File: src/rtl/ccff_chain_loader.sv
// Bitstream-to-ccff chain loader: streams words LSB-first into a configuration chain.
// Optional recirculating parity readback of the chain when CCFF_READBACK_EN is defined.
module ccff_chain_loader #(
  parameter int unsigned CHAIN_LEN = 29,
  parameter int unsigned WORD_W    = 8
) (
  input  logic              prog_clk,
  input  logic              prog_rst_n,
  input  logic              start,
  input  logic [WORD_W-1:0] bs_data,
  input  logic              bs_valid,
  output logic              bs_ready,
  output logic              ccff_head,
  output logic              ccff_shift_en,
  input  logic              ccff_tail,
  output logic              busy,
  output logic              done,
  output logic              error
);

  localparam int unsigned NUM_WORDS = (CHAIN_LEN + WORD_W - 1) / WORD_W;
  localparam int unsigned BIT_CW    = $clog2(CHAIN_LEN + 1);
  localparam int unsigned WRD_CW    = $clog2(NUM_WORDS + 1);
  localparam int unsigned SR_CW     = $clog2(WORD_W + 1);
  localparam logic [BIT_CW-1:0] LAST_BIT = BIT_CW'(CHAIN_LEN - 1);

`ifdef CCFF_READBACK_EN
  typedef enum logic [1:0] {IDLE, LOAD, VERIFY, DONE} state_t;
`else
  typedef enum logic [1:0] {IDLE, LOAD, DONE} state_t;
`endif

  state_t              state;
  logic [WORD_W-1:0]   hold_q;
  logic [WORD_W-1:0]   sr_q;
  logic                hold_valid;
  logic [SR_CW-1:0]    sr_cnt;
  logic [BIT_CW-1:0]   bit_cnt;
  logic [WRD_CW-1:0]   word_cnt;
  logic                load_par;
  logic                sr_live;
  logic                cur_bit;
  logic                load_shift;

`ifdef CCFF_READBACK_EN
  logic                tail_par;
  logic                error_q;
  assign error = error_q;
`else
  logic                unused_sink;
  assign error       = 1'b0;
  assign unused_sink = ccff_tail ^ load_par;
`endif

  // With the shift register empty, the head bit comes straight from the holding
  // register so the first shift lands the cycle after the first handshake.
  always_comb begin
    sr_live       = (sr_cnt != '0);
    cur_bit       = sr_live ? sr_q[0] : hold_q[0];
    load_shift    = (state == LOAD) && (sr_live || hold_valid);
    bs_ready      = (state == LOAD) && !hold_valid && (word_cnt != WRD_CW'(NUM_WORDS));
    ccff_shift_en = load_shift;
    ccff_head     = load_shift & cur_bit;
    busy          = (state == LOAD);
    done          = (state == DONE);
`ifdef CCFF_READBACK_EN
    if (state == VERIFY) begin
      ccff_shift_en = 1'b1;
      ccff_head     = ccff_tail;
      busy          = 1'b1;
    end
`endif
  end

  always_ff @(posedge prog_clk or negedge prog_rst_n) begin
    if (!prog_rst_n) begin
      state      <= IDLE;
      hold_q     <= '0;
      sr_q       <= '0;
      hold_valid <= 1'b0;
      sr_cnt     <= '0;
      bit_cnt    <= '0;
      word_cnt   <= '0;
      load_par   <= 1'b0;
`ifdef CCFF_READBACK_EN
      tail_par   <= 1'b0;
      error_q    <= 1'b0;
`endif
    end else begin
      case (state)
        IDLE: begin
          if (start) begin
            state      <= LOAD;
            bit_cnt    <= '0;
            word_cnt   <= '0;
            sr_cnt     <= '0;
            hold_valid <= 1'b0;
            load_par   <= 1'b0;
`ifdef CCFF_READBACK_EN
            tail_par   <= 1'b0;
            error_q    <= 1'b0;
`endif
          end
        end
        LOAD: begin
          if (bs_valid && bs_ready) begin
            hold_q     <= bs_data;
            hold_valid <= 1'b1;
            word_cnt   <= word_cnt + 1'b1;
          end
          if (load_shift) begin
            load_par <= load_par ^ cur_bit;
            bit_cnt  <= bit_cnt + 1'b1;
            if (!sr_live) begin
              sr_q       <= hold_q >> 1;
              sr_cnt     <= SR_CW'(WORD_W - 1);
              hold_valid <= 1'b0;
            end else if (sr_cnt == SR_CW'(1) && hold_valid) begin
              sr_q       <= hold_q;
              sr_cnt     <= SR_CW'(WORD_W);
              hold_valid <= 1'b0;
            end else begin
              sr_q   <= sr_q >> 1;
              sr_cnt <= sr_cnt - 1'b1;
            end
            // Final shift: drop leftover bits of the last word and any held word.
            if (bit_cnt == LAST_BIT) begin
              sr_cnt     <= '0;
              hold_valid <= 1'b0;
              bit_cnt    <= '0;
`ifdef CCFF_READBACK_EN
              state      <= VERIFY;
`else
              state      <= DONE;
`endif
            end
          end
        end
`ifdef CCFF_READBACK_EN
        VERIFY: begin
          tail_par <= tail_par ^ ccff_tail;
          bit_cnt  <= bit_cnt + 1'b1;
          if (bit_cnt == LAST_BIT) begin
            error_q <= ((tail_par ^ ccff_tail) != load_par);
            bit_cnt <= '0;
            state   <= DONE;
          end
        end
`endif
        DONE:    state <= IDLE;
        default: state <= IDLE;
      endcase
    end
  end

endmodule

File: config.mk
export PLATFORM = sky130hd
export DESIGN_NAME = ccff_chain_loader
export DESIGN_NICKNAME = d
export VERILOG_FILES = /design/src/rtl/ccff_chain_loader.sv
export SDC_FILE = /design/constraint.sdc
export NUM_CORES = 1
export LEC_CHECK = 0
export CAP_MARGIN = 20
export CORE_ASPECT_RATIO = 2
export CORE_UTILIZATION = 38
export CTS_CLUSTER_DIAMETER = 50
export DETAILED_ROUTE_END_ITERATION = 7
export HOLD_SLACK_MARGIN = 0.05
export PLACE_DENSITY = 0.57
export SYNTH_ARGS = -nofsm -noshare
export SYNTH_HDL_FRONTEND = slang
export SYNTH_SLANG_ARGS = --single-unit
export TNS_END_PERCENT = 1
File: constraint.sdc
create_clock -name prog_clk -period 2.3 [get_ports prog_clk]
set_input_delay 0.46 -clock prog_clk [delete_from_list [all_inputs] [get_ports prog_clk]]
set_output_delay 0.46 -clock prog_clk [all_outputs]
set_load 0.02 [all_outputs]
**Yosys cells after proc, flatten, opt, wreduce, memory -nomap -nowiden**

Cells that the tools add are included.

- Eq/ne operators: 9
- Reductions and logical operators: 16
- $add $sub $neg: 3
- Mux-type cells: 27
- Bitwise gates (word level): 1

Operators with widths:

| kind | number |
|---|---|
| $mux W4 | 5 |
| $mux W8 | 2 |
| $mux W5 | 3 |
| $pmux W5 S2 | 1 |
| $reduce_and A3 Y1 | 3 |
| $pmux W4 S2 | 1 |
| $mux W1 | 7 |
| $mux W2 | 3 |
| $mux W3 | 2 |
| $pmux W3 S2 | 1 |
| $reduce_and A2 Y1 | 3 |
| $add A5 B1 Y5 const B | 1 |
| $eq A5 B5 Y1 const B | 1 |
| $logic_and A1 B1 Y1 | 5 |
| $eq A4 B1 Y1 const B | 1 |
| $ne A2 B1 Y1 const B | 2 |
| $ne A2 B2 Y1 const B | 2 |
| $pmux W2 S2 | 1 |
| $reduce_bool A4 Y1 | 1 |
| $sub A4 B1 Y4 const B | 1 |
| $add A3 B1 Y3 const B | 1 |
| $ne A3 B3 Y1 const B | 1 |
| $eq A2 B1 Y1 const B | 1 |
| $eq A2 B2 Y1 const B | 1 |
| other kinds (6) | 6 |

- Flip-flop bits (word level): 31
- Output and inout bits: 6
- Input bits: 13
- Word-level logic and storage cells: 63

**Logic depth before layout (Yosys ltp)**

- Word-level depth: 10
- Gate-level depth with buffers: 8
- Gate-level depth less buffers: 7

**Worst setup path after synthesis**

No wires, ideal clock.

- Kind: reg-to-output
- From: register sr_cnt[0]
- To: output ccff_head
- Path buffers: 1
- Stages on the path, launching flop included: 7
- Slack: 271 ps
- Data arrival time: 1569 ps
- Required time: 1840 ps
- Cell sequence: dfrtp_1 -> inv_1 -> ha_1 -> or3b_4 -> o21ai_4 -> buf_2 -> a21oi_1

- Cells in the longest elaborated chain, start to end: 4
- Elaborated cells on any way between the ends: 5
- Classes of those cells: 1 x mux; 1 x bitwise; 3 x reduce/logical

RTL lines:

| item | line | RTL |
|---|---|---|
| from (decl) | 37 | `logic [SR_CW-1:0] sr_cnt;` |
| from (signal assigned) | 116 | `sr_cnt <= SR_CW'(WORD_W - 1);` |
| from (signal assigned) | 120 | `sr_cnt <= SR_CW'(WORD_W);` |
| from (signal assigned) | 124 | `sr_cnt <= sr_cnt - 1'b1;` |
| $reduce_bool A4 Y1 (*) | 58 | `sr_live = (sr_cnt != '0);` |
| $logic_or A1 B1 Y1 | 60 | `load_shift = (state == LOAD) && (sr_live \|\| hold_valid);` |
| $logic_and A1 B1 Y1 | 60 |  |
| $and A1 B1 Y1 (*) | 63 | `ccff_head = load_shift & cur_bit;` |
| to (decl) | 13 | `output logic ccff_head,` |

Every way passes the cells marked *; elsewhere a longest branch is shown, timed or not.

**Final worst setup path**

- From: register sr_cnt[1]
- To: output ccff_head

The elaborated chain is that of the path after synthesis.

==> reports/qor.csv <==
metric;value;unit
status;finished, final reports clean;
placer congestion estimate;0.804;
crit path max-delay cell type;or3b_4;
number of synthesized register bits;31;
NetSw;1.29;mW
GR Util All Layers;20.0;%
Synth top cells by count;dfrtp_1 (31), o21ai_0 (20), nand2_1 (19);
Max Clk Rate;0.460;GHz
Initial Util;39.5;%
worst path required time;1.84;ns
CTS tree;yes;
hpwl dp;2980;µm
Synth cell types;41;
Clk pwr share;13.7;%
Die Wd;49.3;µm
Pint;1.71;mW
register share of total power;31.6;%
YS warnings;0;
DR vias;1473;
Worst-path clk slew;0.06;ns
mapped cell area;0.00170;mm²
Worst-Skew Late Latency;0.28;ns
Final Setup Violations;0;
CP Max Fanout;3;
Sw Share;42.9;%
deepest clock path buffer count;2;
drt first pass iters;4;
Worst Setup Slack post-DPL;-0.0110;ns
area leader, netlist;dfrtp_1;
unrepaired setup endpoints after global routing;false;
Post-DP Area;0.00198;mm²
Logic pwr share;54.7;%
H-tree levels;2;
Worst Path Class, Setup;reg -> out;
Die Area;0.00476;mm²
worst setup margin;0.125;ns
critical path's largest stage delay;0.41;ns
Yosys top cell area share;45.7;%
Min-Delay Path Class;reg -> reg;
period utilization;94.5;%
max-slew violations;0;
filler instances;426;
Post-synth ARST share;100;%
post-layout util;48.1;%
CTS Hold Bufs;0;
global-route wire length before repair;7110;µm
largest cells by area after synthesis;dfrtp_1 (46%), o21ai_0 (5.9%), ha_1 (5.2%);
Mean Syn Cell Area;9.60;µm²
TritonCTS Buffers;5;
top_reg_cell synth;dfrtp_1;
syn_nets;197;
number of enable flip-flop cells after synthesis;0;
Static Leak;0.951;nW
Ports;19;
site row count;34;
I/O Buffers;16;
Area Growth Syn to Fin;21.6;%
final WL;4110;µm
Startpoint Class;flop;
pwr dens;1450;mW/mm²
post-route antenna net violation count;0;
Final Hold Violating Endpoints;0;
R2R setup slack;0.25;ns
grt ovf;0;
Setup Skew;0.00210;ns
antenna violations before repair;0;
crit-path cells;inv_1 -> ha_1 -> or3b_4 -> o21ai_4 -> a21oi_1 -> buf_2;
pin count of the biggest net entering global routing;32;
vias in the first global route;1569;
fraction of layout cells with a size suffix above 1;20.3;%
Setup TNS;0;ns
core area;0.00430;mm²
Max Cap Viol;0;
vias per inst;5.64;
remaining routing DRC violations;0;
CTS sink count;31;
top-count cell post-synth;dfrtp_1;
Layout Nets;226;
clock root buffer;clkbuf_8;
initial detailed-routing violation count;52;
design area;0.00207;mm²
sequential area share after synthesis;45.7;%
Mapped Cells;177;
drt wl/cell;15.7;µm
VDD IR max;0.632;mV
Die Height;96.6;µm
min Tclk post-route;2.17;ns
crit path DAT;1.71;ns
Worst setup EP type;output pin;
Antenna diodes;0;
[metal layers]
metal	GRT usage, %	vias up	wire (µm)
li1	-	686	-
met1	19.6	735	1520
met2	36.1	37	2280
met3	4.23	15	146
met4	15.2	0	160
met5	0	-	0
[worst paths after layout]
| path | end | cells past startpoint | from |
|---|---|---|---|
| max | ccff_head | 6 | sr_cnt[1] |
| min | sr_q[7] | 2 | sr_q[7] |
| max reg2reg | bit_cnt[0] | 8 | sr_cnt[1] |
| min reg2reg | sr_q[7] | 2 | sr_q[7] |
| max in group asynchronous | sr_q[1] | 2 | prog_rst_n |
| min in group asynchronous | state[0] | 2 | prog_rst_n |
[power by group through the flow]
| stage | Combinational (mW) | Clock (mW) | Sequential, mW |
|---|---|---|---|
| 2_1_floorplan | 1.12 | 0 | 0.905 |
| 3_3_place_gp | 1.58 | 0 | 0.947 |
| 3_5_place_dp | 1.62 | 0 | 0.957 |
| 4_1_cts | 1.65 | 0.422 | 0.947 |
| 5_1_grt | 1.82 | 0.444 | 0.983 |
| 6_report | 1.64 | 0.412 | 0.947 |
[critical path, delay by kind of cell, from the launching register on]
kind,cells,cell delay (ns)
buffers and inverters,2,0.24
AOI/OAI and AO/OA,2,0.24
adders and majority gates,1,0.16
and+or+nand+nor,1,0.41
DFF,1,0.39
[cells by family after synthesis]
kind of cell / Yosys count / synth area share, %
compound gates: 55 / 19.8
simple gates: 53 / 16.3
flops: 31 / 45.7
buf+inv: 20 / 5.60
mux: 10 / 7.22
fa+ha+maj: 7 / 5.15
other cells: 1 / 0.221
[metrics by stage]
stage,hold WS (ns),total power [mW],std cells
2_1_floorplan,0.164,2.03,177
3_3_place_gp,0.462,2.53,251
5_1_grt,0.513,3.25,261
3_5_place_dp,0.470,2.58,251
4_1_cts,0.485,3.02,261
6_report,0.482,3.00,261
[repair_timing]
action,CTS,global route
gates cloned,0,0
setup endpoints to repair,2,2
gates resized for setup,7,2
buffers inserted,2,0
pin swaps,1,1
[placed cells by master (no fill, tap or decap), drive strengths merged, types with 9 or more instances in the layout]
cell	netlist	routed
o21ai	23	23
inv	10	10
clkdlybuf4s50	0	13
a21oi	12	12
a31oi	9	9
dfrtp	31	31
nor3	9	9
mux2	9	9
nand2	19	19
buf	5	18
[sequential cells by signal, indices dropped and copies added (netlist names)]
name        cells
word_cnt        3
hold_q          8
state           2
hold_valid      1
sr_q            8
bit_cnt         5
sr_cnt          4
[final cells by class]
cell class                      instances  area (µm²)  area share (%)
Timing Repair Buffer                   32         273            13.2
Clock buffer                            7        76.3            3.69
Clock inverter                          1        5.00           0.242
Tap cell                               54        67.6            3.27
Sequential cell                        31         776            37.6
Multi-Input combinational cell        126         828            40.1
Inverter                               10        40.0            1.94
Power figures use the tool's default switching activity.
